$ cat src/rtl/cpu_fetch_q.sv
// cpu_fetch_q: instruction fetch unit for the cpu16 core.
// Keeps up to MAX_OUT in-order reads in flight to instruction memory and
// buffers returned words in a DEPTH-entry prefetch queue for decode.
// A branch redirect flushes the queue and discards wrong-path responses
// that are still in flight.

// Protocol checker: memory may only respond while a read is outstanding,
// and the discard counter can never exceed the in-flight count.
module cpu_fetch_q_chk #(
  parameter int OW = 2
) (
  input logic          clk,
  input logic          reset,
  input logic          ins_rd_rdy,
  input logic [OW-1:0] outstanding,
  input logic [OW-1:0] drop
);

  rsp_needs_outstanding: assert property (
    @(posedge clk) disable iff (reset)
      !(ins_rd_rdy && (outstanding == {OW{1'b0}})));

  drop_bounded: assert property (
    @(posedge clk) disable iff (reset)
      (drop <= outstanding));

endmodule

module cpu_fetch_q #(
  parameter int            AW       = 16,
  parameter int            DW       = 16,
  parameter int            DEPTH    = 4,
  parameter int            MAX_OUT  = 2,
  parameter logic [AW-1:0] RESET_PC = {AW{1'b0}}
) (
  input  logic          clk,
  input  logic          reset,
  output logic [AW-1:0] ins_rd_addr,
  output logic          ins_rd_req,
  input  logic          ins_rd_gnt,
  input  logic [DW-1:0] ins_rd_data,
  input  logic          ins_rd_rdy,
  output logic [DW-1:0] ir_data,
  output logic [AW-1:0] ir_pc,
  output logic          ir_valid,
  input  logic          ir_ready,
  input  logic          redirect,
  input  logic [AW-1:0] redirect_pc
);

  localparam int QW = $clog2(DEPTH);
  localparam int CW = $clog2(DEPTH + 1);
  localparam int OW = $clog2(MAX_OUT + 1);
  localparam int TW = (MAX_OUT > 1) ? $clog2(MAX_OUT) : 1;
  localparam int SW = CW + OW;

  // Fetch pointer and prefetch queue storage
  logic [AW-1:0] fetch_pc;
  logic [DW-1:0] q_data [DEPTH];
  logic [AW-1:0] q_pc   [DEPTH];
  logic [QW-1:0] rd_ptr, wr_ptr, rd_ptr_n, wr_ptr_n;
  logic [CW-1:0] count, count_n, count_after_pop;

  // In-flight tracking: issued addresses travel alongside the memory pipe
  logic [AW-1:0] tag_mem [MAX_OUT];
  logic [TW-1:0] tag_wr, tag_rd;
  logic [AW-1:0] tag_head;
  logic [OW-1:0] outstanding, outstanding_n;
  logic [OW-1:0] drop, drop_n;

  logic [SW-1:0] credit_sum;
  logic          accept, rsp, push, pop;
  logic [DW-1:0] head_data_n;
  logic [AW-1:0] head_pc_n;

  // Advance a tag FIFO pointer, wrapping at MAX_OUT (not necessarily a power of 2)
  function automatic logic [TW-1:0] tag_next(input logic [TW-1:0] ptr);
    if (ptr == TW'(MAX_OUT - 1)) begin
      return {TW{1'b0}};
    end else begin
      return ptr + TW'(1);
    end
  endfunction

  assign ins_rd_addr = fetch_pc;
  assign tag_head    = tag_mem[tag_rd];

  // Credit-based issue, handshakes and next-state bookkeeping
  always_comb begin
    credit_sum = SW'(count) + SW'(outstanding);
    // Queue slots are reserved at issue time so a response always has room
    ins_rd_req = !reset && !redirect &&
                 (credit_sum < SW'(DEPTH)) &&
                 (outstanding < OW'(MAX_OUT));
    accept = ins_rd_req && ins_rd_gnt;
    // A response with nothing in flight is a protocol error and is ignored
    rsp    = ins_rd_rdy && (outstanding != {OW{1'b0}});
    push   = rsp && (drop == {OW{1'b0}}) && !redirect;
    pop    = ir_valid && ir_ready && !redirect;

    if (pop) begin
      count_after_pop = count - CW'(1);
    end else begin
      count_after_pop = count;
    end

    if (redirect) begin
      count_n  = {CW{1'b0}};
      rd_ptr_n = {QW{1'b0}};
      wr_ptr_n = {QW{1'b0}};
    end else begin
      count_n  = push ? (count_after_pop + CW'(1)) : count_after_pop;
      rd_ptr_n = pop  ? (rd_ptr + QW'(1)) : rd_ptr;
      wr_ptr_n = push ? (wr_ptr + QW'(1)) : wr_ptr;
    end

    // When the queue drains to nothing, an arriving word becomes the head directly
    if (push && (count_after_pop == {CW{1'b0}})) begin
      head_data_n = ins_rd_data;
      head_pc_n   = tag_head;
    end else begin
      head_data_n = q_data[rd_ptr_n];
      head_pc_n   = q_pc[rd_ptr_n];
    end

    if (accept && !rsp) begin
      outstanding_n = outstanding + OW'(1);
    end else if (!accept && rsp) begin
      outstanding_n = outstanding - OW'(1);
    end else begin
      outstanding_n = outstanding;
    end

    // On redirect every read still in flight after this cycle is wrong-path;
    // a response arriving in the redirect cycle is discarded by !redirect above
    if (redirect) begin
      drop_n = rsp ? (outstanding - OW'(1)) : outstanding;
    end else if (rsp && (drop != {OW{1'b0}})) begin
      drop_n = drop - OW'(1);
    end else begin
      drop_n = drop;
    end
  end

  // Control state, pointers and registered decode-side outputs
  always_ff @(posedge clk or posedge reset) begin
    if (reset) begin
      fetch_pc    <= RESET_PC;
      rd_ptr      <= {QW{1'b0}};
      wr_ptr      <= {QW{1'b0}};
      count       <= {CW{1'b0}};
      tag_wr      <= {TW{1'b0}};
      tag_rd      <= {TW{1'b0}};
      outstanding <= {OW{1'b0}};
      drop        <= {OW{1'b0}};
      ir_valid    <= 1'b0;
      ir_data     <= {DW{1'b0}};
      ir_pc       <= {AW{1'b0}};
    end else begin
      if (redirect) begin
        fetch_pc <= redirect_pc;
      end else if (accept) begin
        fetch_pc <= fetch_pc + AW'(1);
      end else begin
        fetch_pc <= fetch_pc;
      end
      tag_wr      <= accept ? tag_next(tag_wr) : tag_wr;
      tag_rd      <= rsp ? tag_next(tag_rd) : tag_rd;
      rd_ptr      <= rd_ptr_n;
      wr_ptr      <= wr_ptr_n;
      count       <= count_n;
      outstanding <= outstanding_n;
      drop        <= drop_n;
      ir_valid    <= (count_n != {CW{1'b0}});
      ir_data     <= head_data_n;
      ir_pc       <= head_pc_n;
    end
  end

  // Queue and tag storage writes
  always_ff @(posedge clk or posedge reset) begin
    if (reset) begin
      for (int i = 0; i < DEPTH; i++) begin
        q_data[i] <= {DW{1'b0}};
        q_pc[i]   <= {AW{1'b0}};
      end
      for (int j = 0; j < MAX_OUT; j++) begin
        tag_mem[j] <= {AW{1'b0}};
      end
    end else begin
      if (push) begin
        q_data[wr_ptr] <= ins_rd_data;
        q_pc[wr_ptr]   <= tag_head;
      end else begin
        q_data[wr_ptr] <= q_data[wr_ptr];
      end
      if (accept) begin
        tag_mem[tag_wr] <= fetch_pc;
      end else begin
        tag_mem[tag_wr] <= tag_mem[tag_wr];
      end
    end
  end

  cpu_fetch_q_chk #(.OW(OW)) u_chk (
    .clk         (clk),
    .reset       (reset),
    .ins_rd_rdy  (ins_rd_rdy),
    .outstanding (outstanding),
    .drop        (drop)
  );

endmodule
$ cat config.mk
export PLATFORM = sky130hd
export DESIGN_NAME = cpu_fetch_q
export DESIGN_NICKNAME = d
export VERILOG_FILES = /design/src/rtl/cpu_fetch_q.sv
export SDC_FILE = /design/constraint.sdc
export NUM_CORES = 1
export LEC_CHECK = 0
export CORE_ASPECT_RATIO = 0.7
export CORE_MARGIN = 8
export CORE_UTILIZATION = 52
export DETAILED_ROUTE_END_ITERATION = 10
export PLACE_DENSITY = 0.76
export RECOVER_POWER = 50
export SLEW_MARGIN = 30
export SYNTH_ARGS = -nofsm -noshare
export SYNTH_HDL_FRONTEND = slang
export SYNTH_SLANG_ARGS = --single-unit
export TNS_END_PERCENT = 50
$ cat constraint.sdc
create_clock -name clk -period 7.8 [get_ports clk]
set_input_delay 1.56 -clock clk [delete_from_list [all_inputs] [get_ports clk]]
set_output_delay 1.56 -clock clk [all_outputs]
set_load 0.02 [all_outputs]
==> summary.md <==
| Metric | Value |
|---|---|
| Top post-synthesis cells by area | dfrtp_1, mux4_2, a21oi_1 |
| Layout Nets | 989 |
| Initial Utilization | 53.5% |
| CTS resizes | 0 |
| Setup CP Type | input pin to asynchronous set/reset pin |
| Hold path cells | 2 |
| Arr. time, crit path | 5.74 ns |
| Reg-to-reg startpoint | outstanding[1]$_DFFE_PP0P_ |
| Tot Pwr | 0.00452 W |
| DRT iter0 DRCs | 623 |
| DRC violations left | 0 |
| RSZ-0062 raised after global routing | no |
| I/O pin count | 88 |
| Slew HR | -110% |
| Post-Syn Area per Cell | 11.6 um2 |
| Failing checks | max-capacitance violations, max-slew violations |
| Total wire length | 22500 um |
| Core area | 19000 um2 |
| Yosys top cell by area | dfrtp_1 |
| Clock buffer count from CTS | 22 |
| Fin util | 63.4% |
| Startpoint types | input pin |
| Max Clk Rate | 183 MHz |
| Largest fanout on the critical path | 151 |
| # rows | 42 |
| Most common library cells after synthesis | dfrtp_1, nor2_1, a21oi_1 |
| Total nets after synthesis | between 900 and 1000 |
| Cell Pwr Density | ~380 nW/um2 |
| Slew @ Worst Pin | 3.15 ns |
| Top-count cell post-synth | dfrtp_1 |
| Post-synthesis mux area share | 20.1% |
| Ant diodes | 0 |
| Synth Register Bits | ~220 |
| Post-synthesis xor/xnor area fraction | 0.947% |
| Worst setup EP type | asynchronous set/reset pin |
| Switching Fraction | about 33% |
| Sw power | 0.00149 W |
| Status | complete, but fails checks |
| CP required | 8.08 ns |
| Hold Crit Endpoint | tag_mem[2]$_DFFE_PP0P_ |
| VDD IR-drop max | 191 uV |
| Compound-gate portion of the synthesized area | 10.1% |
| Final setup vio count | 0 |
| Clock power share | 26.6% |
| Final hold viol count | 0 |
| CTS tree | done |
| Flop pwr share | 40.0% |
| DRT Pass-1 Iters | 5 |
| Vias in the first global route | 6900 |
| Simple-Gate Fraction of Synth Area | 9.44% |
| Deepest clock path buffer count | 3 |
| Post CTS Setup Buffer Count | 0 |
| Min cycle time layout | 5.46 ns |
| Area share of the largest cell type after synthesis | 54.6% |
| Drt wl/cell | between 15 and 20 um |
| Layout cells sized above 1 | 15.1% |
| Critical R2R Capture | ir_data[7]$_DFF_PP0_ |
| Antenna viol nets, final | 0 |
| Max-Cap Viols | 2 |
| Die Span X | 183 um |
| Clock Latency Late Sink | approximately 0.5 ns |
| CTS Sinks | between 200 and 250 |
| Die height | 133 um |
| DP Area | approximately 11000 um2 |
| Comb power frac | 33.3% |
| Top FF cell, synth | dfrtp_1 |
| Sequential fraction of the synthesis area | between 50% and 60% |
| Post-Route Skew | 0.00946 ns |
| Final GP Congestion | a little under 0.8 |
| Slew Limit Fails | 225 |
| Mapped Area | 10200 um2 |
| H-Tree Depth | 1 |
| Largest net degree at the start of global routing | roughly 150 |
| Area grow syn2layout | 18.5% |
| Initial antenna violation count | 0 |
| Vias | 6926 |
| Die area | 24400 um2 |
| Setup TNS | 0 ns |
| Leakage Power | 5.01 nW |
| Cells after Synth | slightly below 900 |
| Clk slew on worst S/H paths | 0.06 ns |
| Total overflow reported by the global router | 0 |
| Async SR Flop Fraction | 100% |
| Via density | ~5.7 |
| Detailed Place HPWL | 14000 um |
| Reg2Reg Depth | 7 |
| Period Utilization, post-route | between 60% and 70% |
| Global-route wire length before repair | 37200 um |
| Gr usage total | 18.7% |
| Yosys warns | 0 |
| Reg2reg setup slack | 4.78 ns |
| Hold Crit Class | flip-flop to flip-flop |
| Hold Buf Count CTS | 0 |
| Root buf cell | clkbuf_16 |
| Final Cell Area | around 12000 um2 |
| Synth cell types | between 40 and 50 |
| Largest family of logic cells by synthesized area | multiplexers |
| Post-synth EDFFs | 0 |
| Adder-Cell Fraction of Synth Area | 1.48% |
| Pint | 0.00303 W |
| Hold_sp | tag_mem[2]$_DFFE_PP0P_ |
| Port Buf Inserts | 87 |
==> metrics by stage <==
| stage | hold WS, ns | worst slack (ns) | instances |
|---|---|---|---|
| floorplan | 0.450 | 0.162 | 876 |
| global placement | 0.461 | 2.75 | 1178 |
| detailed placement | 0.470 | 2.72 | 1179 |
| CTS | 0.485 | 2.70 | 1219 |
| global route | 0.512 | 1.48 | 1219 |
| finish | 0.483 | 2.34 | 1219 |
==> cell usage in the layout (no fill, tap or decap), types with 8 or more instances in the layout <==
cell type,netlist,layout
nand3_1,16,16
o21ai_0,36,36
nand2_1,40,40
nor2_1,146,146
xnor2_1,8,8
inv_1,18,17
clkdlybuf4s50_1,0,58
a21oi_1,134,134
mux4_1,11,11
mux2i_1,36,37
buf_4,1,9
mux4_2,37,37
mux2_2,38,38
dlygate4sd3_1,0,29
clkbuf_16,0,23
ha_1,12,12
dfrtp_1,222,222
==> how the worst max path moves through the flow <==
stage                     startpoint  cells past startpoint  slack, ns                endpoint
after detailed placement    redirect                      4       2.72              ins_rd_req
after floorplan                reset                      1       0.16      count[0]$_DFF_PP0_
after CTS                   redirect                      4       2.70              ins_rd_req
after global routing           reset                      3       1.48    ir_data[9]$_DFF_PP0_
after global placement      redirect                      4       2.75              ins_rd_req
final                          reset                      3       2.34  q_data[39]$_DFFE_PP0P_
==> power groups by stage <==
stage	sequential (W)	clock, W	combinational (W)
2_1_floorplan	0.00185	0	0.000987
3_3_place_gp	0.00181	0	0.00149
3_5_place_dp	0.00182	0	0.00154
4_1_cts	0.00181	0.00122	0.00155
5_1_grt	0.00186	0.00128	0.00167
6_report	0.00181	0.00121	0.00151
==> cell type report <==
| class | count | area [um2] |
|---|---|---|
| Fill cell | 1482 | 6970 |
| Multi-Input combinational cell | 574 | 4270 |
| Inverter | 21 | 87.6 |
| Sequential cell | 222 | 5560 |
| Tap cell | 264 | 330 |
| Clock inverter | 7 | 163 |
| Timing Repair Buffer | 98 | 971 |
| Clock buffer | 33 | 673 |
==> kinds of logic (layout without fill, tap and decap cells) <==
kind of cell,Yosys count,after routing
AO/OA/AOI/OAI,191,191
AND/OR/NAND/NOR,229,229
multiplexers,131,131
flip-flops,222,222
buffers and inverters,80,159
adder cells (fa/ha/maj),12,12
XOR/XNOR,11,11
==> registers in the layout (all words and copies together) (netlist names) <==
signal / count
wr_ptr: 2
ins_rd_addr: 16
outstanding: 2
ir_valid: 1
q_pc: 64
rd_ptr: 2
tag_mem: 32
ir_data: 16
ir_pc: 16
tag_wr: 1
tag_rd: 1
q_data: 64
drop: 2
count: 3
==> worst max-delay path: stages <==
cell and delay (ns):
dlygate4sd3_1 0.59, clkinvlp_4 1.86, clkbuf_2 1.53
==> per-layer routing <==
| metal | track usage (%) | vias up | wire, um |
|---|---|---|---|
| met3 | 3.75 | 36 | 1320 |
| li1 | - | 3239 | - |
| met2 | 27.4 | 189 | 9730 |
| met5 | 0 | - | 0 |
| met4 | 4.28 | 0 | 419 |
| met1 | 28.3 | 3462 | 11000 |
No activity file was read; power rests on OpenSTA's default activity.
